`src/rtl/vec_drain.sv`:
```
// vec_drain: accepts a W-bit request vector and serialises its set bits into
// a stream of binary indices, one per output beat. The order is highest index
// first, or lowest index first when FROM_LSB = 1. The final index is flagged.
module vec_drain #(
    parameter int W        = 8,
    parameter bit FROM_LSB = 1'b0,
    parameter int IDX_W    = $clog2(W)
) (
    input  logic             clk,
    input  logic             arst_n,
    input  logic             i_in_vld,
    input  logic [W-1:0]     i_in_vec,
    output logic             o_in_rdy,
    output logic             o_out_vld,
    output logic [IDX_W-1:0] o_out_idx,
    output logic             o_out_last,
    input  logic             i_out_rdy,
    output logic             o_busy
);

    typedef enum logic {
        IDLE  = 1'b0,
        DRAIN = 1'b1
    } state_t;

    state_t           state_reg;
    logic [W-1:0]     res_reg;

    logic [IDX_W-1:0] sel_idx;
    logic [W-1:0]     sel_onehot;
    logic [W-1:0]     res_clr;
    logic             single_bit;
    logic             in_acc;
    logic             out_fire;

    // Priority pick of the residual: scan from the winning end and stop at
    // the first set bit. Produces both the binary index and the one-hot
    // mask that is used to clear that bit.
    always_comb begin
        int  b;
        logic found;
        sel_idx    = '0;
        sel_onehot = '0;
        found      = 1'b0;
        b          = 0;
        for (int i = 0; i < W; i++) begin
            b = FROM_LSB ? i : (W - 1 - i);
            if (!found && res_reg[b]) begin
                found         = 1'b1;
                sel_idx       = IDX_W'(b);
                sel_onehot[b] = 1'b1;
            end
        end
    end

    // Residual with the currently selected bit removed.
    genvar gi;
    generate
        for (gi = 0; gi < W; gi++) begin : g_clr
            assign res_clr[gi] = res_reg[gi] & ~sel_onehot[gi];
        end
    endgenerate

    // Exactly one bit left: nonzero, and clearing the lowest set bit empties it.
    assign single_bit = (res_reg != '0) && ((res_reg & (res_reg - W'(1))) == '0);

    assign in_acc   = i_in_vld  && (state_reg == IDLE);
    assign out_fire = i_out_rdy && (state_reg == DRAIN);

    // Outputs are decoded from state and the residual only, so nothing
    // combinationally depends on the handshake inputs.
    assign o_in_rdy   = (state_reg == IDLE);
    assign o_out_vld  = (state_reg == DRAIN);
    assign o_busy     = (state_reg == DRAIN);
    assign o_out_idx  = (state_reg == DRAIN) ? sel_idx : '0;
    assign o_out_last = (state_reg == DRAIN) && single_bit;

    // Control FSM and residual register. A zero vector is consumed in IDLE
    // and produces no output beat.
    always_ff @(posedge clk or negedge arst_n) begin
        if (!arst_n) begin
            state_reg <= IDLE;
            res_reg   <= '0;
        end else begin
            case (state_reg)
                IDLE: begin
                    if (in_acc && (i_in_vec != '0)) begin
                        res_reg   <= i_in_vec;
                        state_reg <= DRAIN;
                    end
                end
                DRAIN: begin
                    if (out_fire) begin
                        res_reg <= res_clr;
                        if (single_bit) begin
                            state_reg <= IDLE;
                        end
                    end
                end
                default: begin
                    state_reg <= IDLE;
                    res_reg   <= '0;
                end
            endcase
        end
    end

    // A drain always has at least one bit left to emit.
    a_res_nonzero_in_drain : assert property (
        @(posedge clk) disable iff (!arst_n)
        (state_reg == DRAIN) |-> (res_reg != '0)
    );

endmodule
```
`config.mk`:
```
export PLATFORM = sky130hd
export DESIGN_NAME = vec_drain
export DESIGN_NICKNAME = d
export VERILOG_FILES = /design/src/rtl/vec_drain.sv
export SDC_FILE = /design/constraint.sdc
export NUM_CORES = 1
export LEC_CHECK = 0
export CAP_MARGIN = 10
export CORE_UTILIZATION = 44
export DETAILED_ROUTE_END_ITERATION = 10
export MAX_ROUTING_LAYER = met4
export PLACE_DENSITY = 0.79
export SYNTH_ARGS = -nofsm -noshare
export SYNTH_HDL_FRONTEND = slang
export SYNTH_SLANG_ARGS = --single-unit
```
`constraint.sdc`:
```
create_clock -name clk -period 1.92 [get_ports clk]
set_clock_uncertainty 0.2 [all_clocks]
set_input_delay 0.576 -clock clk [delete_from_list [all_inputs] [get_ports clk]]
set_output_delay 0.576 -clock clk [all_outputs]
set_load 0.02 [all_outputs]
```
# ---- After elaboration in Yosys (flattened, before gate mapping)
# Index checks and enable logic that the tools add are counted.
dict set report op_classes {
  mul 0
  muxes 30
  n_bitwise 18
  n_addsub 1
  eq_ne 2
  n_shift 0
  div_mod_pow 0
  n_reduce_logical 23
  n_lt_le_gt_ge 0
}
# cell count
set op_table {}
lappend op_table {{3-bit two-way mux} 9}
lappend op_table {{1-bit two-way mux} 17}
lappend op_table {{8-bit two-way mux} 2}
lappend op_table {{8-bit one-hot mux with 2 select lines} 1}
lappend op_table {{8-bit nonzero test} 2}
lappend op_table {{1-bit logical AND} 12}
lappend op_table {{1-bit NOT} 9}
lappend op_table {{1-bit AND} 8}
lappend op_table {{8-bit AND} 1}
lappend op_table {{8-bit zero test} 1}
lappend op_table {{8-bit by 1-bit subtractor with 8-bit output (second input constant)} 1}
lappend op_table {{1-bit zero test} 7}
lappend op_table {{2-bit by 1-bit inequality test with 1-bit output (second input constant)} 2}
lappend op_table {{1-bit one-hot mux with 2 select lines} 1}
lappend op_table {{2-bit AND reduction} 1}
dict set report totals {
  mem_bits_rw 0
  latch_bits 0
  register_bits 9
  romBits 0
  out_inout_bits 7
  memories 0
  input_bits 12
}

# ---- Longest topological paths before layout
dict set report depth {
  depth_word 26
  mapped_depth 6
}

# ---- Worst setup path after synthesis
# OpenSTA, ideal clock, no wires.
dict set report synth_path {
  kind {register to output}
  from {reg res_reg[6]}
  to {out o_out_last}
  slack_ns -0.216
  arrival_time_ns 1.360
  path_buffers 1
  stages_incl_launch_ff 6
  t_required_ns 1.144
  path_cell_list {dfrtp_1 buf_2 nor4b_1 a221o_1 nand3_1 a21oi_1}
}
dict set report synth_via {
  elab_chain_cells 5
}
# element line
set synth_lines {}
lappend synth_lines {{start: declaration} 27} ;# logic [W-1:0] res_reg;
lappend synth_lines {{start signal: assignment} 88} ;# res_reg <= i_in_vec;
lappend synth_lines {{start signal: assignment} 94} ;# res_reg <= res_clr;
lappend synth_lines {{8-bit by 1-bit subtractor with 8-bit output} 65} ;# assign single_bit = (res_reg != '0) && ((res_reg & (res_reg - W'(1))) == '0);
lappend synth_lines {{8-bit AND} 65}
lappend synth_lines {{8-bit zero test} 65}
lappend synth_lines {{1-bit logical AND (*)} 65}
lappend synth_lines {{1-bit logical AND (*)} 76} ;# assign o_out_last = (state_reg == DRAIN) && single_bit;
lappend synth_lines {{end: declaration} 16} ;# output logic o_out_last,
# Mark *: on every way between the ends. The rest lies on a longest branch, timed or not.

# ---- Worst setup path in the final report
dict set report layout_path {
  from {reg res_reg[3]}
  to {out o_out_last}
}
# The elaborated chain is that of the path after synthesis.

==> impl_metrics.prom <==
# TYPE chip_impl_metric gauge
chip_impl_metric{name="period_needed",unit="ns"} 2.38
chip_impl_metric{name="rows",unit=""} 12
chip_impl_metric{name="grt_antenna_before_repair",unit=""} 0
chip_impl_metric{name="post_synth_num_cell_types",unit=""} 25
chip_impl_metric{name="grt_pass1_wl",unit="microns"} 3400
chip_impl_metric{name="cts_buffers",unit=""} 3
chip_impl_metric{name="clock_insertion_delay_worst_skew",unit="ns"} 0.27
chip_impl_metric{name="netlist.area_leader.share",unit="%"} 37.4
chip_impl_metric{name="slew_viol_final",unit=""} 0
chip_impl_metric{name="core_area",unit="sq um"} 1190
chip_impl_metric{name="grt_overflow",unit=""} 0
chip_impl_info{name="failed_checks",value="negative setup slack"} 1
chip_impl_metric{name="largest_reg_flops",unit=""} 8
chip_impl_metric{name="route.detailed.wl_per_inst",unit="microns"} 18.9
chip_impl_info{name="cts_tree",value="yes"} 1
chip_impl_metric{name="per_cell_via_count_in_the_routed_design",unit=""} 6.04
chip_impl_metric{name="die-width",unit="microns"} 39.0
chip_impl_metric{name="globalplace.congestion",unit=""} 0.876
chip_impl_metric{name="setup_viol",unit=""} 4
chip_impl_metric{name="postSynthAreaPerCell",unit="sq um"} 8.48
chip_impl_info{name="timing.critical_path.slowest_stage_cell",value="dfrtp_1"} 1
chip_impl_metric{name="antennaDiodeCount",unit=""} 0
chip_impl_metric{name="clk_transition_reported_paths",unit="ns"} 0.08
chip_impl_metric{name="tritonroute_pass_1_iters",unit=""} 4
chip_impl_metric{name="syn2layout_area_growth",unit="%"} 79.0
chip_impl_metric{name="dp_hpwl",unit="microns"} 1410
chip_impl_metric{name="cts_max_path_buffers",unit=""} 2
chip_impl_metric{name="height_of_the_chip",unit="microns"} 39.0
chip_impl_metric{name="postSynthCellCount",unit=""} 71
chip_impl_metric{name="die-area",unit="sq um"} 1520
chip_impl_metric{name="tritoncts_num_sinks",unit=""} 9
chip_impl_metric{name="period_utilisation_layout",unit="%"} 124
chip_impl_metric{name="drt_iter0_markers",unit=""} 39
chip_impl_metric{name="final_cells",unit=""} 128
chip_impl_metric{name="max-cap-violations",unit=""} 0
chip_impl_metric{name="maxSlewHeadroom",unit="%"} 72.0
chip_impl_info{name="hold_class",value="input port to async pin"} 1
chip_impl_metric{name="critical_path.max_stage_delay",unit="ns"} 0.46
chip_impl_metric{name="grtUsageTotal",unit="%"} 35.8
chip_impl_metric{name="hold_viol",unit=""} 0
chip_impl_metric{name="final_setup_slack_of_the_worst_path",unit="ns"} -0.460
chip_impl_metric{name="setup-tns-final",unit="ns"} -1.49
chip_impl_metric{name="cp_data_required_time",unit="ns"} 1.14
chip_impl_metric{name="arrival",unit="ns"} 1.60
chip_impl_info{name="critPathKind",value="register to output port"} 1
chip_impl_metric{name="synthesis.area",unit="sq um"} 602
chip_impl_info{name="crit_path_start_kind",value="register"} 1
chip_impl_metric{name="maxClockFrequency",unit="MHz"} 420
chip_impl_metric{name="drt_wl_total",unit="microns"} 2420
chip_impl_metric{name="syn-num-nets",unit=""} 83
chip_impl_metric{name="port-buffer-count",unit=""} 18
chip_impl_metric{name="worst_ir_drop_vdd",unit="uV"} 1540
chip_impl_metric{name="use_met1",unit="%"} 39.2
chip_impl_metric{name="finalPower",unit="mW"} 2.15
chip_impl_metric{name="gr_layer_usage_met3",unit="%"} 9.25
chip_impl_info{name="endpoint_kind",value="output port"} 1
chip_impl_metric{name="drc",unit=""} 0
chip_impl_metric{name="synth_seq_cells",unit=""} 9
chip_impl_metric{name="design_area",unit="sq um"} 1080
chip_impl_metric{name="hold_ws",unit="ns"} 0.402
chip_impl_metric{name="ys_warn_count",unit=""} 0
chip_impl_metric{name="layout.filler_cells",unit=""} 53
chip_impl_metric{name="worst-path-max-fanout",unit=""} 7
chip_impl_metric{name="grt_max_degree",unit=""} 10
chip_impl_metric{name="postLayoutCoreUtil",unit="%"} 90.8
chip_impl_info{name="synth.area.top_cells",value="dfrtp_1 (37%), a22o_1 (10%), nand2_1 (7.5%)"} 1
chip_impl_info{name="worstPathCellList",value="nor2_1 > nand2_1 > a21o_1 > a21oi_4 > buf_6"} 1
chip_impl_metric{name="seq_area_frac_synth",unit="%"} 37.4
chip_impl_metric{name="power_leakage",unit="nW"} 0.508
chip_impl_metric{name="postRouteAntennaNets",unit=""} 0
chip_impl_metric{name="design.final.nets",unit=""} 127
chip_impl_info{name="root_buffer",value="clkbuf_4"} 1
chip_impl_info{name="outcome",value="finished, violations left"} 1
chip_impl_metric{name="number_of_global_route_vias_before_repair",unit=""} 758
chip_impl_metric{name="dpl.cell_count",unit=""} 120
chip_impl_info{name="gr-max-usage-layer",value="met2"} 1
chip_impl_info{name="synthDominantAreaCellType",value="dfrtp_1"} 1
chip_impl_metric{name="drive_above_1_share",unit="%"} 49.1
chip_impl_metric{name="setup_ws_pre_cts",unit="ns"} -0.582
chip_impl_metric{name="ctsHtreeMaxLevel",unit=""} 1
chip_impl_metric{name="power.density",unit="nW/um^2"} 2000
chip_impl_metric{name="io-pin-count",unit=""} 19
chip_impl_metric{name="vias",unit=""} 773
chip_impl_metric{name="globalRouteMet2Util",unit="%"} 57.9
chip_impl_metric{name="starting_density_of_the_core",unit="%"} 50.7
chip_impl_info{name="setup_repair_after_global_routing_missed_its_margin",value="true"} 1
chip_impl_metric{name="dpl-instance-area",unit="sq um"} 962
chip_impl_metric{name="max_slew.worst_pin.slew",unit="ns"} 0.419
-- Yosys cell counts (all sizes together) --
cell,count
inv,2
a311oi,1
nor4b,1
or4,2
nand3,2
buf,4
nor4,1
o21ai,9
a21boi,1
nor2,7
a21oi,3
dfrtp,9
a21o,1
a22o,7
nor2b,4
nand2,13
a221o,1
nor3,1
xor2,2
-- per-layer routing --
metal / routed length [microns] / vias up
met3: 215 / 14
met2: 1140 / 47
met5: 0 / -
li1: - / 340
met1: 943 / 372
met4: 129 / 0
-- worst max-delay path: cells and delay by family, from the launching register on --
family | cells | cell delay, ns
flops | 1 | 0.46
simple gates | 2 | 0.37
compound gates | 2 | 0.39
buf+inv | 1 | 0.13
-- cell type report --
| class | instances | area, sq um | share of cell area [%] |
|---|---|---|---|
| timing repair buffer | 43 | 364 | 33.8 |
| sequential | 9 | 229 | 21.3 |
| tap | 14 | 17.5 | 1.63 |
| multi-input combinational | 56 | 433 | 40.2 |
| clock buffer | 4 | 26.3 | 2.44 |
| inverter | 2 | 7.51 | 0.697 |
-- cells by family after synthesis --
| logic type | after synthesis | share of synthesized area [%] |
|---|---|---|
| DFF | 9 | 37.4 |
| and+or+nand+nor | 31 | 27.0 |
| buffers and inverters | 6 | 4.99 |
| xor gates and xnor gates | 2 | 2.91 |
| AOI/OAI and AO/OA | 23 | 27.7 |
-- repair_timing --
action                                  4_1_cts  5_1_grt
setup buffers                                 3        1
hold buffers                                  0        0
resized for setup                            41       17
endpoints found under the setup margin       16       13
pin swaps                                     9        6
-- power by group --
group,internal [mW],switching (mW)
Sequential,0.279,0.150
Combinational,0.760,0.809
Clock,0.0802,0.0758
Total,1.12,1.03
-- path summary, 6_finish.rpt --
path | cells past startpoint | slack, ns | end | startpoint
worst min-delay path | 1 | 0.40 | res_reg[0]$_DFFE_PN0P_ | arst_n
worst min register to register | 1 | 0.42 | res_reg[2]$_DFFE_PN0P_ | res_reg[2]$_DFFE_PN0P_
min in group clk | 1 | 0.42 | res_reg[2]$_DFFE_PN0P_ | res_reg[2]$_DFFE_PN0P_
worst max-delay path | 5 | -0.46 | o_out_last | res_reg[3]$_DFFE_PN0P_
worst max register to register | 8 | 0.01 | res_reg[0]$_DFFE_PN0P_ | res_reg[7]$_DFFE_PN0P_
max in group asynchronous | 1 | 0.80 | res_reg[6]$_DFFE_PN0P_ | arst_n
-- cells in the final DEF, fill, tap and decap left out, types with 2 or more instances in the layout --
cell type | Yosys | final
dfrtp_2 | 0 | 3
nor2_2 | 0 | 4
buf_4 | 1 | 24
dfrtp_1 | 9 | 6
or4_4 | 1 | 2
nand2_1 | 12 | 11
clkdlybuf4s15_1 | 0 | 4
o21ai_0 | 3 | 3
xor2_1 | 2 | 2
a22o_1 | 7 | 7
nand2_4 | 1 | 2
nor2_1 | 7 | 3
nor2b_1 | 4 | 4
clkbuf_4 | 0 | 3
clkdlybuf4s50_1 | 0 | 3
o21ai_2 | 0 | 4
buf_6 | 0 | 5
dlygate4sd2_1 | 0 | 6
Power figures use the tool's default switching activity.
